==> src/rtl/weight_fetch_seq.sv <==
// Weight ROM read initiator: strobes one word per fetch and
// streams captured weights through a small output FIFO.
module weight_fetch_seq #(
  parameter int FIFO_DEPTH = 2,
  parameter int AW = 8,
  parameter int DW = 8
) (
  input  logic          clk,
  input  logic          rst,
  input  logic          start,
  input  logic [AW-1:0] base_add,
  input  logic [AW-1:0] len,
  output logic [AW-1:0] add,
  output logic          CS,
  output logic          cen,
  input  logic [DW-1:0] Wkp,
  output logic [DW-1:0] w_data,
  output logic          w_valid,
  input  logic          w_ready,
  output logic          w_last,
  output logic          busy,
  output logic          done
);

  localparam int PW = $clog2(FIFO_DEPTH);
  localparam int CW = $clog2(FIFO_DEPTH + 1);

  localparam logic [1:0] IDLE   = 2'd0;
  localparam logic [1:0] SETUP  = 2'd1;
  localparam logic [1:0] STROBE = 2'd2;
  localparam logic [1:0] DRAIN  = 2'd3;

  logic [1:0]    state;
  logic [AW-1:0] rem;

  logic [DW-1:0] mem [FIFO_DEPTH];
  logic          lst [FIFO_DEPTH];
  logic [PW-1:0] wp;
  logic [PW-1:0] rp;
  logic [CW-1:0] cnt;

  logic s_idle;
  logic s_setup;
  logic s_strobe;
  logic s_drain;
  logic push;
  logic pop;
  logic room;

  assign s_idle   = (state == IDLE);
  assign s_setup  = (state == SETUP);
  assign s_strobe = (state == STROBE);
  assign s_drain  = (state == DRAIN);

  // Nothing is in flight outside STROBE, so occupancy alone gates it.
  assign room = (cnt < CW'(FIFO_DEPTH));
  assign push = s_strobe;
  assign pop  = w_valid & w_ready;

  assign w_valid = (cnt != '0);
  assign w_data  = w_valid ? mem[rp] : '0;
  assign w_last  = w_valid & lst[rp];

  always_ff @(posedge clk) begin
    if (rst) begin
      state <= IDLE;
      add   <= '0;
      rem   <= '0;
      CS    <= 1'b0;
      cen   <= 1'b0;
      busy  <= 1'b0;
      done  <= 1'b0;
    end else begin
      cen  <= 1'b1;
      done <= 1'b0;
      unique case (1'b1)
        s_idle: begin
          if (start && cen) begin
            add   <= base_add;
            rem   <= len;
            busy  <= 1'b1;
            state <= SETUP;
          end
        end
        s_setup: begin
          if (room) begin
            CS    <= 1'b1;
            state <= STROBE;
          end
        end
        s_strobe: begin
          CS <= 1'b0;
          if (rem == '0) begin
            state <= DRAIN;
          end else begin
            add   <= add + AW'(1);
            rem   <= rem - AW'(1);
            state <= SETUP;
          end
        end
        s_drain: begin
          // Only the tail word carries the last flag here.
          if (pop && lst[rp]) begin
            done  <= 1'b1;
            busy  <= 1'b0;
            state <= IDLE;
          end
        end
      endcase
    end
  end

  always_ff @(posedge clk) begin
    if (push) begin
      mem[wp] <= Wkp;
      lst[wp] <= (rem == '0);
    end
  end

  always_ff @(posedge clk) begin
    if (rst) begin
      wp  <= '0;
      rp  <= '0;
      cnt <= '0;
    end else begin
      if (push) wp <= wp + PW'(1);
      if (pop)  rp <= rp + PW'(1);
      unique case ({push, pop})
        2'b10:   cnt <= cnt + CW'(1);
        2'b01:   cnt <= cnt - CW'(1);
        default: cnt <= cnt;
      endcase
    end
  end

endmodule

==> config.mk <==
export PLATFORM = sky130hd
export DESIGN_NAME = weight_fetch_seq
export DESIGN_NICKNAME = d
export VERILOG_FILES = /design/src/rtl/weight_fetch_seq.sv
export SDC_FILE = /design/constraint.sdc
export NUM_CORES = 1
export LEC_CHECK = 0
export ABC_CLOCK_PERIOD_IN_PS = 3600
export CAP_MARGIN = 10
export CORE_ASPECT_RATIO = 2
export CORE_UTILIZATION = 53
export DETAILED_ROUTE_END_ITERATION = 7
export GPL_ROUTABILITY_DRIVEN = 1
export GPL_TIMING_DRIVEN = 0
export PLACE_DENSITY_LB_ADDON = 0.15
export SYNTH_ARGS = -nofsm -noshare
export SYNTH_HDL_FRONTEND = slang
export SYNTH_SLANG_ARGS = --single-unit
==> constraint.sdc <==
create_clock -name clk -period 3.6 [get_ports clk]
set_clock_uncertainty 0.05 [all_clocks]
set_input_delay 0.36 -clock clk [delete_from_list [all_inputs] [get_ports clk]]
set_output_delay 0.36 -clock clk [all_outputs]
set_load 0.02 [all_outputs]
# Yosys cells after proc, flatten, opt, wreduce, memory -nomap -nowiden
# Memories as Yosys holds them, arrays and structs flattened. A register that Yosys moved wholly into a read port is not among the register bits.
# Cells that the tools add are included.
# totals
register_bits	26
mem_bits_rw	18
out_inout_bits	22
elab_cells	71
memories	2
# classes
add_sub_neg	6
n_lt_le_gt_ge	1
n_eq_ne	9
muxes	26
n_bitwise	3
reduce_logical	14
# mem_list
memory	words	word_bits	rd	rd_clocked_by_memory_dff	wr	line	rtl
mem	2	8	1	1	1	36	logic [DW-1:0] mem [FIFO_DEPTH];
lst	2	1	1	1	1	37	logic lst [FIFO_DEPTH];
# ops
op	n
2-to-1 mux 8 bit	5
one-hot mux 8 bit (2 select lines)	2
2-to-1 mux 1 bit	11
nonzero test 2 bit	5
AND reduction 3 bit	3
adder 8 x 1 -> 8 bit, second input constant	1
zero test 8 bit	1
2-to-1 mux 2 bit	4
one-hot mux 2 bit (4 select lines)	1
subtractor 8 x 1 -> 8 bit, second input constant	1
equality test 2 bit, second input constant	3
inequality test 2 x 1 -> 1 bit, second input constant	3
equality test 2 x 1 -> 1 bit, second input constant	2
one-hot mux 1 bit (2 select lines)	2
one-hot mux 2 bit (2 select lines)	1
adder 1 bit, second input constant	2
adder 2 x 1 -> 2 bit, second input constant	1
bitwise AND 1 bit	2
logical AND 1 bit	2
zero test 2 bit	1
< comparator 2 bit, second input constant	1
inequality test 2 bit, second input constant	1
AND reduction 2 bit	1
OR reduction 2 bit	1
2 further kinds	2

# Logic depth before layout (Yosys ltp)
# Gate-level depths: netlist of run 1.
# depth
ltp_word	5
ltp_mapped	7
mapped_depth_nobuf	6

# Worst setup path before layout of run 1
# No wires, ideal clock.
# synth_path
path_kind	reg2reg
startpoint	register state[0]
endpoint	register cnt[1]
setup_time_ns	0.071
t_arrival_ns	1.741
path_slack_ns	1.739
path_stages_with_launch	7
path_buffers	2
synth_period_minus_slack_ns	1.861
path_cell_list	dfxtp_1 buf_2 nand2b_1 buf_1 ha_1 or3_1 a21oi_1
# synth_via
elab_chain_len	3
# synth_rtl
item	line	rtl
start: declaration	33	logic [1:0] state;
start signal: assignment	66	state <= IDLE;
start signal: assignment	82	state <= SETUP;
start signal: assignment	88	state <= STROBE;
equality test 2 bit (*)	52	assign s_strobe = (state == STROBE);
equality test 2 x 1 -> 1 bit / equality test 2 bit (equally long branches)	128	unique case ({push, pop})
one-hot mux 2 bit (2 select lines) / nonzero test 2 bit (equally long branches)	-	
end signal: assignment	129	2'b10: cnt <= cnt + CW'(1);
end signal: assignment	130	2'b01: cnt <= cnt - CW'(1);
end signal: assignment	131	default: cnt <= cnt;
end: declaration	40	logic [CW-1:0] cnt;
# Mark *: on every way between the ends. The rest lies on a longest branch, timed or not.
# A chain may end at the register's enable or synchronous reset.

# Worst setup path in the final report of run 1
# layout_path
startpoint	register cnt[1]
endpoint	output port w_last
# layout_via
elab_chain_len	2
# layout_rtl
item	line	rtl
nonzero test 2 bit	60	assign w_valid = (cnt != '0);
bitwise AND 1 bit	62	assign w_last = w_valid & lst[rp];
end: declaration	20	output logic w_last,
# No other way between the ends.

==> results of run 1 <==
-- logic make-up after synthesis --
| kind of cell | after synthesis | share of synthesized area |
|---|---|---|
| XOR/XNOR | 4 | 0.0162 |
| buffers and inverters | 21 | 0.0445 |
| AO/OA/AOI/OAI | 62 | 0.195 |
| AND/OR/NAND/NOR | 67 | 0.170 |
| flip-flops | 45 | 0.499 |
| adder cells (fa/ha/maj) | 3 | 0.0173 |
| multiplexers | 12 | 0.0572 |
-- sequential cells by signal, indices dropped and copies added (netlist names), named ones only --
signal / flops
wp: 1
add: 8
rp: 1
cen: 1
CS: 1
state: 2
cnt: 2
mem: 16
rem: 8
busy: 1
done: 1
lst: 2
-- where the power goes --
group          switching [W]  total, W  internal [W]
Combinational       0.000213  0.000403      0.000190
Sequential         0.0000359  0.000609      0.000573
Clock               0.000170  0.000396      0.000226
Total               0.000419   0.00141      0.000989
-- cells in the mapped netlist, types with 2 or more instances --
cell type / count
mux2_2: 3
and2_1: 10
nand2b_1: 4
mux2i_1: 9
buf_6: 2
clkbuf_1: 7
nor3b_1: 2
nand3_1: 2
nand2_1: 9
nor2_1: 21
a21oi_1: 18
xnor2_1: 3
o31a_1: 2
ha_1: 3
nor2b_1: 2
a211oi_1: 4
a211oi_2: 3
nor4_1: 4
inv_1: 9
edfxtp_1: 18
o32ai_1: 2
dfxtp_1: 27
o21ai_0: 17
or3_1: 3
o21a_1: 3
buf_2: 2
-- placed cells by master, fill, tap and decap left out, types with 2 or more instances in the layout --
master           count
a211oi_2             3
clkbuf_1             7
o21ai_0             17
o21a_1               3
or3_1                3
nor4_1               4
and2_1              10
nand2_1              9
a21oi_1             18
buf_2                2
nor2_1              21
nor2b_1              2
nand2b_1             4
mux2_2               3
xnor2_1              3
clkbuf_8             6
a211oi_1             4
mux2i_1              9
o31a_1               2
inv_1                9
buf_6                2
nor3b_1              2
edfxtp_1            18
dfxtp_1             27
clkdlybuf4s50_1     48
nand3_1              2
ha_1                 3
o32ai_1              2
-- layer usage --
metal | track usage | vias to the layer above | routed length [um] | part of all wire
met1 | 0.233 | 866 | 1760 | 0.35
li1 | - | 895 | - | -
met5 | 0 | - | 0 | 0
met4 | 0.0929 | 0 | 98 | 0.020
met2 | 0.485 | 63 | 2910 | 0.58
met3 | 0.0390 | 9 | 214 | 0.043
-- through the flow --
step / utilization / hold slack [ns] / worst slack [ns]
floorplan: - / 0.408 / 1.74
global placement: 0.697 / 0.414 / 1.39
detailed placement: 0.697 / 0.426 / 1.42
CTS: 0.728 / 0.424 / 1.20
global route: 0.728 / 0.460 / 1.10
finish: 0.728 / 0.419 / 1.24
-- final timing paths --
path	to	depth (start not counted)
max	w_last	4
min	state[0]$_SDFFE_PP0P_	2
max reg2reg	cnt[1]$_SDFFE_PP0P_	6
min reg2reg	busy$_SDFFE_PP0P_	2
-- area by class of cell --
cell class                      instances  area (um^2)
Multi-Input combinational cell        148          987
Inverter                                9         33.8
Clock inverter                          2         37.5
Sequential cell                        45         1080
Tap cell                               51         63.8
Buffer                                 12         62.6
Fill cell                             324         1050
Timing Repair Buffer                   48          480
Clock buffer                            6         82.6
==> impl_results.md, run 1 <==
* Outcome: finished clean
* IO Port Bufs at 48
* Detailed Routing Iterations Pass 1 at 4
* Via count at about 1.8k
* Startpoint types: register
* Vert. Die Dim at 92.4 um
* Vias in the first global route at 1798
* Die area at 0.00436 mm^2
* Routed WL per cell at between 15 and 20 um
* CP Launch Point: cnt[1]$_SDFFE_PP0P_
* Clk_lat worst skew at approximately 0.30 ns
* Final Total Pwr at 0.00141 W
* Worst-path clk slew at 0.08 ns
* Site Rows at 32
* Via-to-Cell Ratio at about 5.7
* Final ANT Viol Nets at 0
* FFs w/ async S/R, synth at 0
* Slowest CP cell: clkdlybuf4s50_1
* Hold_sp: rst
* R2R Setup Slk at between 1 and 1.5 ns
* CTS root buffer: clkbuf_8
* Top FF cell, synth: dfxtp_1
* Leakage at 0.988 nW
* Slew Limit Fails at 0
* Nets at 300
* Register area share after synthesis at 0.499
* Max Cap Violations at 0
* Yosys cell types at around 50
* Max Freq at around 0.42 GHz
* Die width at between 40 and 50 um
* Antenna cell count at 0
* Seq cells post-synth at between 40 and 50
* CTS Buf Count at 5
* Hold_buf cts at 0
* Final count of negative-setup-slack endpoints at 0
* Gr usage total at 0.250
* Area of placed instances at approximately 0.0027 mm^2
* Initial antenna violation count at 0
* DRC Markers at 0
* P&R area growth vs syn at 30.7%
* Syn nets at 245
* Worst-Margin Slew at 0.742 ns
* Cell area after layout at roughly 0.0028 mm^2
* Io pins at 50
* Clock buffer depth at 2
* H-tree levels at 2
* Cell chain of the critical path: nor2_1 -> inv_1 -> and2_1 -> clkdlybuf4s50_1
* Core area at about 0.004 mm^2
* Syn avg cell area at 10.1 um^2
* P per Cell Area at around 500 mW/mm^2
* Buffers and inverters on the worst path at 2
* Share of layout cells above drive strength 1 at 0.0815
* Initial Util at 0.557
* Post-CTS resize count at 0
* CTS tree: yes
* Total Wirelength at between 4 and 5 mm
* RSZ-0062 raised after global routing: false
* Area contributors post-synth: dfxtp_1 (25%), edfxtp_1 (25%), a21oi_1 (4.2%), mux2i_1 (4.2%), o21ai_0 (3.9%)
* Slew HR at 0.503
* Global-route wire length before repair at 7.91 mm
* Final hold vios at 0
* Number of synthesized flops with an enable pin at 18
* Placed Cells at 313
* CP Class: register to primary output
* Synth Warn # at 0
* Delay-heaviest family, CP: buffers and inverters
* Worst setup EP type: primary output
* Placer Congestion at ~0.84
* TNS Setup at 0 ns
* Critical path arrival at around 2.0 ns
* Period minus WS final at roughly 2.4 ns
* Post-CTS Setup Bufs at 0
* Cells after synthesis at about 210
* Post-synth top area cell: dfxtp_1
* Crit path largest cell delay at approximately 0.53 ns
* Hold Path Class: input port to register
* Synthesized area at about 0.0022 mm^2
* Worst flop-to-flop path startpoint: state[0]$_SDFFE_PP0P_
* Largest net degree at the start of global routing at 15
* Yosys top cell area share at 0.250
* DRT iter0 DRCs at between 50 and 60
* Tcrit/Tclk final at 0.655
* CTS sink count at 45
* Post-DP HPWL at 3.71 mm
* Top fanout value on the critical path at 9
* Grt ovf at 0
* Fin cells at between 300 and 400
* Worst Path Required at about 3.2 ns
* VDD IR max at 0.000416 V
No activity file was read; power rests on OpenSTA's default activity.
==> run 2: changes to the inputs <==
--- a/config.mk
+++ b/config.mk
@@ -5,10 +5,10 @@
 export SDC_FILE = /design/constraint.sdc
 export NUM_CORES = 1
 export LEC_CHECK = 0
-export ABC_CLOCK_PERIOD_IN_PS = 3600
+export ABC_CLOCK_PERIOD_IN_PS = 2300
 export CAP_MARGIN = 10
 export CORE_ASPECT_RATIO = 2
-export CORE_UTILIZATION = 53
+export CORE_UTILIZATION = 50
 export DETAILED_ROUTE_END_ITERATION = 7
 export GPL_ROUTABILITY_DRIVEN = 1
 export GPL_TIMING_DRIVEN = 0
==> constraint.sdc (replaced) <==
create_clock -name clk -period 2.3 [get_ports clk]
set_clock_uncertainty 0.05 [all_clocks]
set_input_delay 0.23 -clock clk [delete_from_list [all_inputs] [get_ports clk]]
set_output_delay 0.23 -clock clk [all_outputs]
set_load 0.02 [all_outputs]
==> run 2 against run 1 <==
Compared with the run above: final cell count increased by 0.31%; core utilization decreased by 4.4 points; first-iteration DRC count decreased by 48%; design area decreased by 0.18%; wire length decreased by 1.3%; register-to-register slack got worse by 1.2 ns; clock power increased by 47%; power increased by 54%; sequential share of layout area increased by 0.068 points; die area increased by 5.8%; non-clock buffer count unchanged; critical path type unchanged; highest routed layer unchanged.
==> impl_results.md, run 2 (synthesis gave the netlist of run 1 again) <==
* Max Cap Violations at 0
* Site Rows at 33
* Max reg flops at 16
* Critical path arrival at 1.93 ns
* Tcrit/Tclk final at 0.961
* Clk_lat worst skew at around 0.29 ns
* Slew HR at 0.523
* Worst flop-to-flop path startpoint: rem[0]$_SDFFE_PP0P_
* Period minus WS final at 2.21 ns
* Share of layout cells above drive strength 1 at 0.0852
* VDD IR max at between 0.0005 and 0.0006 V
* Commonest non-fill, non-tap cells in the layout: clkdlybuf4s50_1 (48), dfxtp_1 (27), nor2_1 (20)
* Cell chain of the critical path: buf_2 -> mux2_2 -> and2_1 -> clkdlybuf4s50_1
* Worst setup EP type: primary output
* CTS root buffer: clkbuf_8
* Gr usage total at 0.230
* Final Total Pwr at around 0.0022 W
* Largest net degree at the start of global routing at 15
* Final count of negative-setup-slack endpoints at 0
* IO Port Bufs at between 40 and 50
* Buffers and inverters on the worst path at 2
* Die width at roughly 49 um
* Post-DP HPWL at approximately 3.7 mm
* Io pins at 50
* Setup slack at placement at ~0.086 ns
* CP Class: register to primary output
* Routed WL per cell at 15.3 um
* Filler cells at about 340
* Most common cell after layout, fill and taps aside: clkdlybuf4s50_1
* Initial Util at 0.524
* Worst-Margin Slew at just over 0.7 ns
* Slew Limit Fails at 0
* Grt ovf at 0
* Leakage at between 0.9 and 1 nW
* Final hold slack at ~0.31 ns
* Startpoint types: register
* Total Wirelength at roughly 4.9 mm
* TNS Setup at 0 ns
* Detailed Routing Iterations Pass 1 at 4
* Die area at 0.00461 mm^2
* H-tree levels at 2
* DRC Markers at 0
* Hold_sp: rst
* Largest regs: mem: 16 flops, add: 8 flops, rem: 8 flops
* Global-route wire length before repair at ~8.0 mm
* Vias in the first global route at 1800
* Final ANT Viol Nets at 0
* Top reg by flops: mem
* Post-route worst setup slack at around 0.09 ns
* P per Cell Area at around 770 mW/mm^2
* Placer Congestion at around 0.87
* Area of placed instances at 0.00271 mm^2
* Antenna cell count at 0
* Crit path largest cell delay at 0.53 ns
* Outcome: finished clean
* Sequential cell area at approximately 0.0011 mm^2
* CTS sink count at between 40 and 50
* Hold_buf cts at 0
* Nets at 300
* CTS tree: yes
* P&R area growth vs syn at 30.5%
* Vert. Die Dim at ~95 um
* Final hold vios at 0
* Initial antenna violation count at 0
* Worst-path clk slew at ~0.080 ns
* Worst Path Required at approximately 2.0 ns
* Footprint of the multi-input gates at 990 um^2
* Slowest CP cell: clkdlybuf4s50_1
* Delay-heaviest family, CP: buffers and inverters
* CTS Buf Count at 5
* Cell area after layout at 0.00282 mm^2
* Hold Path Class: input port to register
* Core area at between 0.004 and 0.005 mm^2
* Max Freq at 0.452 GHz
* Clock buffer depth at 2
* Top fanout value on the critical path at 9
* Via count at 1821
* DRT iter0 DRCs at 30
* Via-to-Cell Ratio at 5.66
* RSZ-0062 raised after global routing: false
-- run 2: cell count changes in the layout (fill, tap and decap cells not counted) --
cell / previous run / this run
clkbuf_2: 0 / 1
nor2_2: 0 / 1
clkinv_1: 0 / 1
buf_1: 1 / 0
nor2_1: 21 / 20
clkbuf_8: 6 / 5
-- run 2: per-stage QoR --
stage / utilization / cells
final: 0.684 / 322
after global placement: 0.656 / 314
after floorplan: - / 214
after global routing: 0.684 / 322
after CTS: 0.683 / 322
after detailed placement: 0.656 / 314
-- run 2: routing by layer --
layer / share of wire / wire length (um) / vias to the layer above / track usage
li1: - / - / 889 / -
met1: 0.36 / 1760 / 871 / 0.209
met2: 0.57 / 2810 / 49 / 0.461
met3: 0.031 / 152 / 12 / 0.0319
met4: 0.040 / 197 / 0 / 0.150
met5: 0 / 0 / - / 0
-- run 2: path summary, 6_finish.rpt --
| path | slack [ns] | to | cells after the start |
|---|---|---|---|
| min | 0.31 | add[0]$_SDFFE_PP0P_ | 2 |
| min reg2reg | 0.43 | busy$_SDFFE_PP0P_ | 2 |
| max | 0.09 | w_last | 4 |
| max reg2reg | 0.21 | add[2]$_SDFFE_PP0P_ | 7 |
-- run 2: final cells by class --
class	instances	share of cell area
clock inverters	3	0.0146
well taps	52	0.0230
inverters	9	0.0120
plain buffers	12	0.0226
repair buffers	48	0.170
clock buffers	5	0.0244
multi-input cells	148	0.350
flip-flops and latches	45	0.383
-- run 2: repair_timing --
action,4_1_cts,5_1_grt
gates resized for setup,0,2
endpoints found under the setup margin,0,2
setup buffers,0,0
-- run 2: report_power, final --
group	total (W)	leakage, nW	internal [W]	switching, W
sequential	0.000954	0.384	0.000897	0.0000571
clock	0.000584	0.0518	0.000320	0.000264
combinational	0.000627	0.550	0.000300	0.000327
-- run 2: worst register-to-register path, stage by stage, from the launching register on --
cell,delay (ns)
dfxtp_1,0.36
inv_1,0.10
ha_1,0.22
or4b_4,0.52
o211ai_2,0.32
buf_6,0.19
o21ai_0,0.09
a21oi_1,0.17
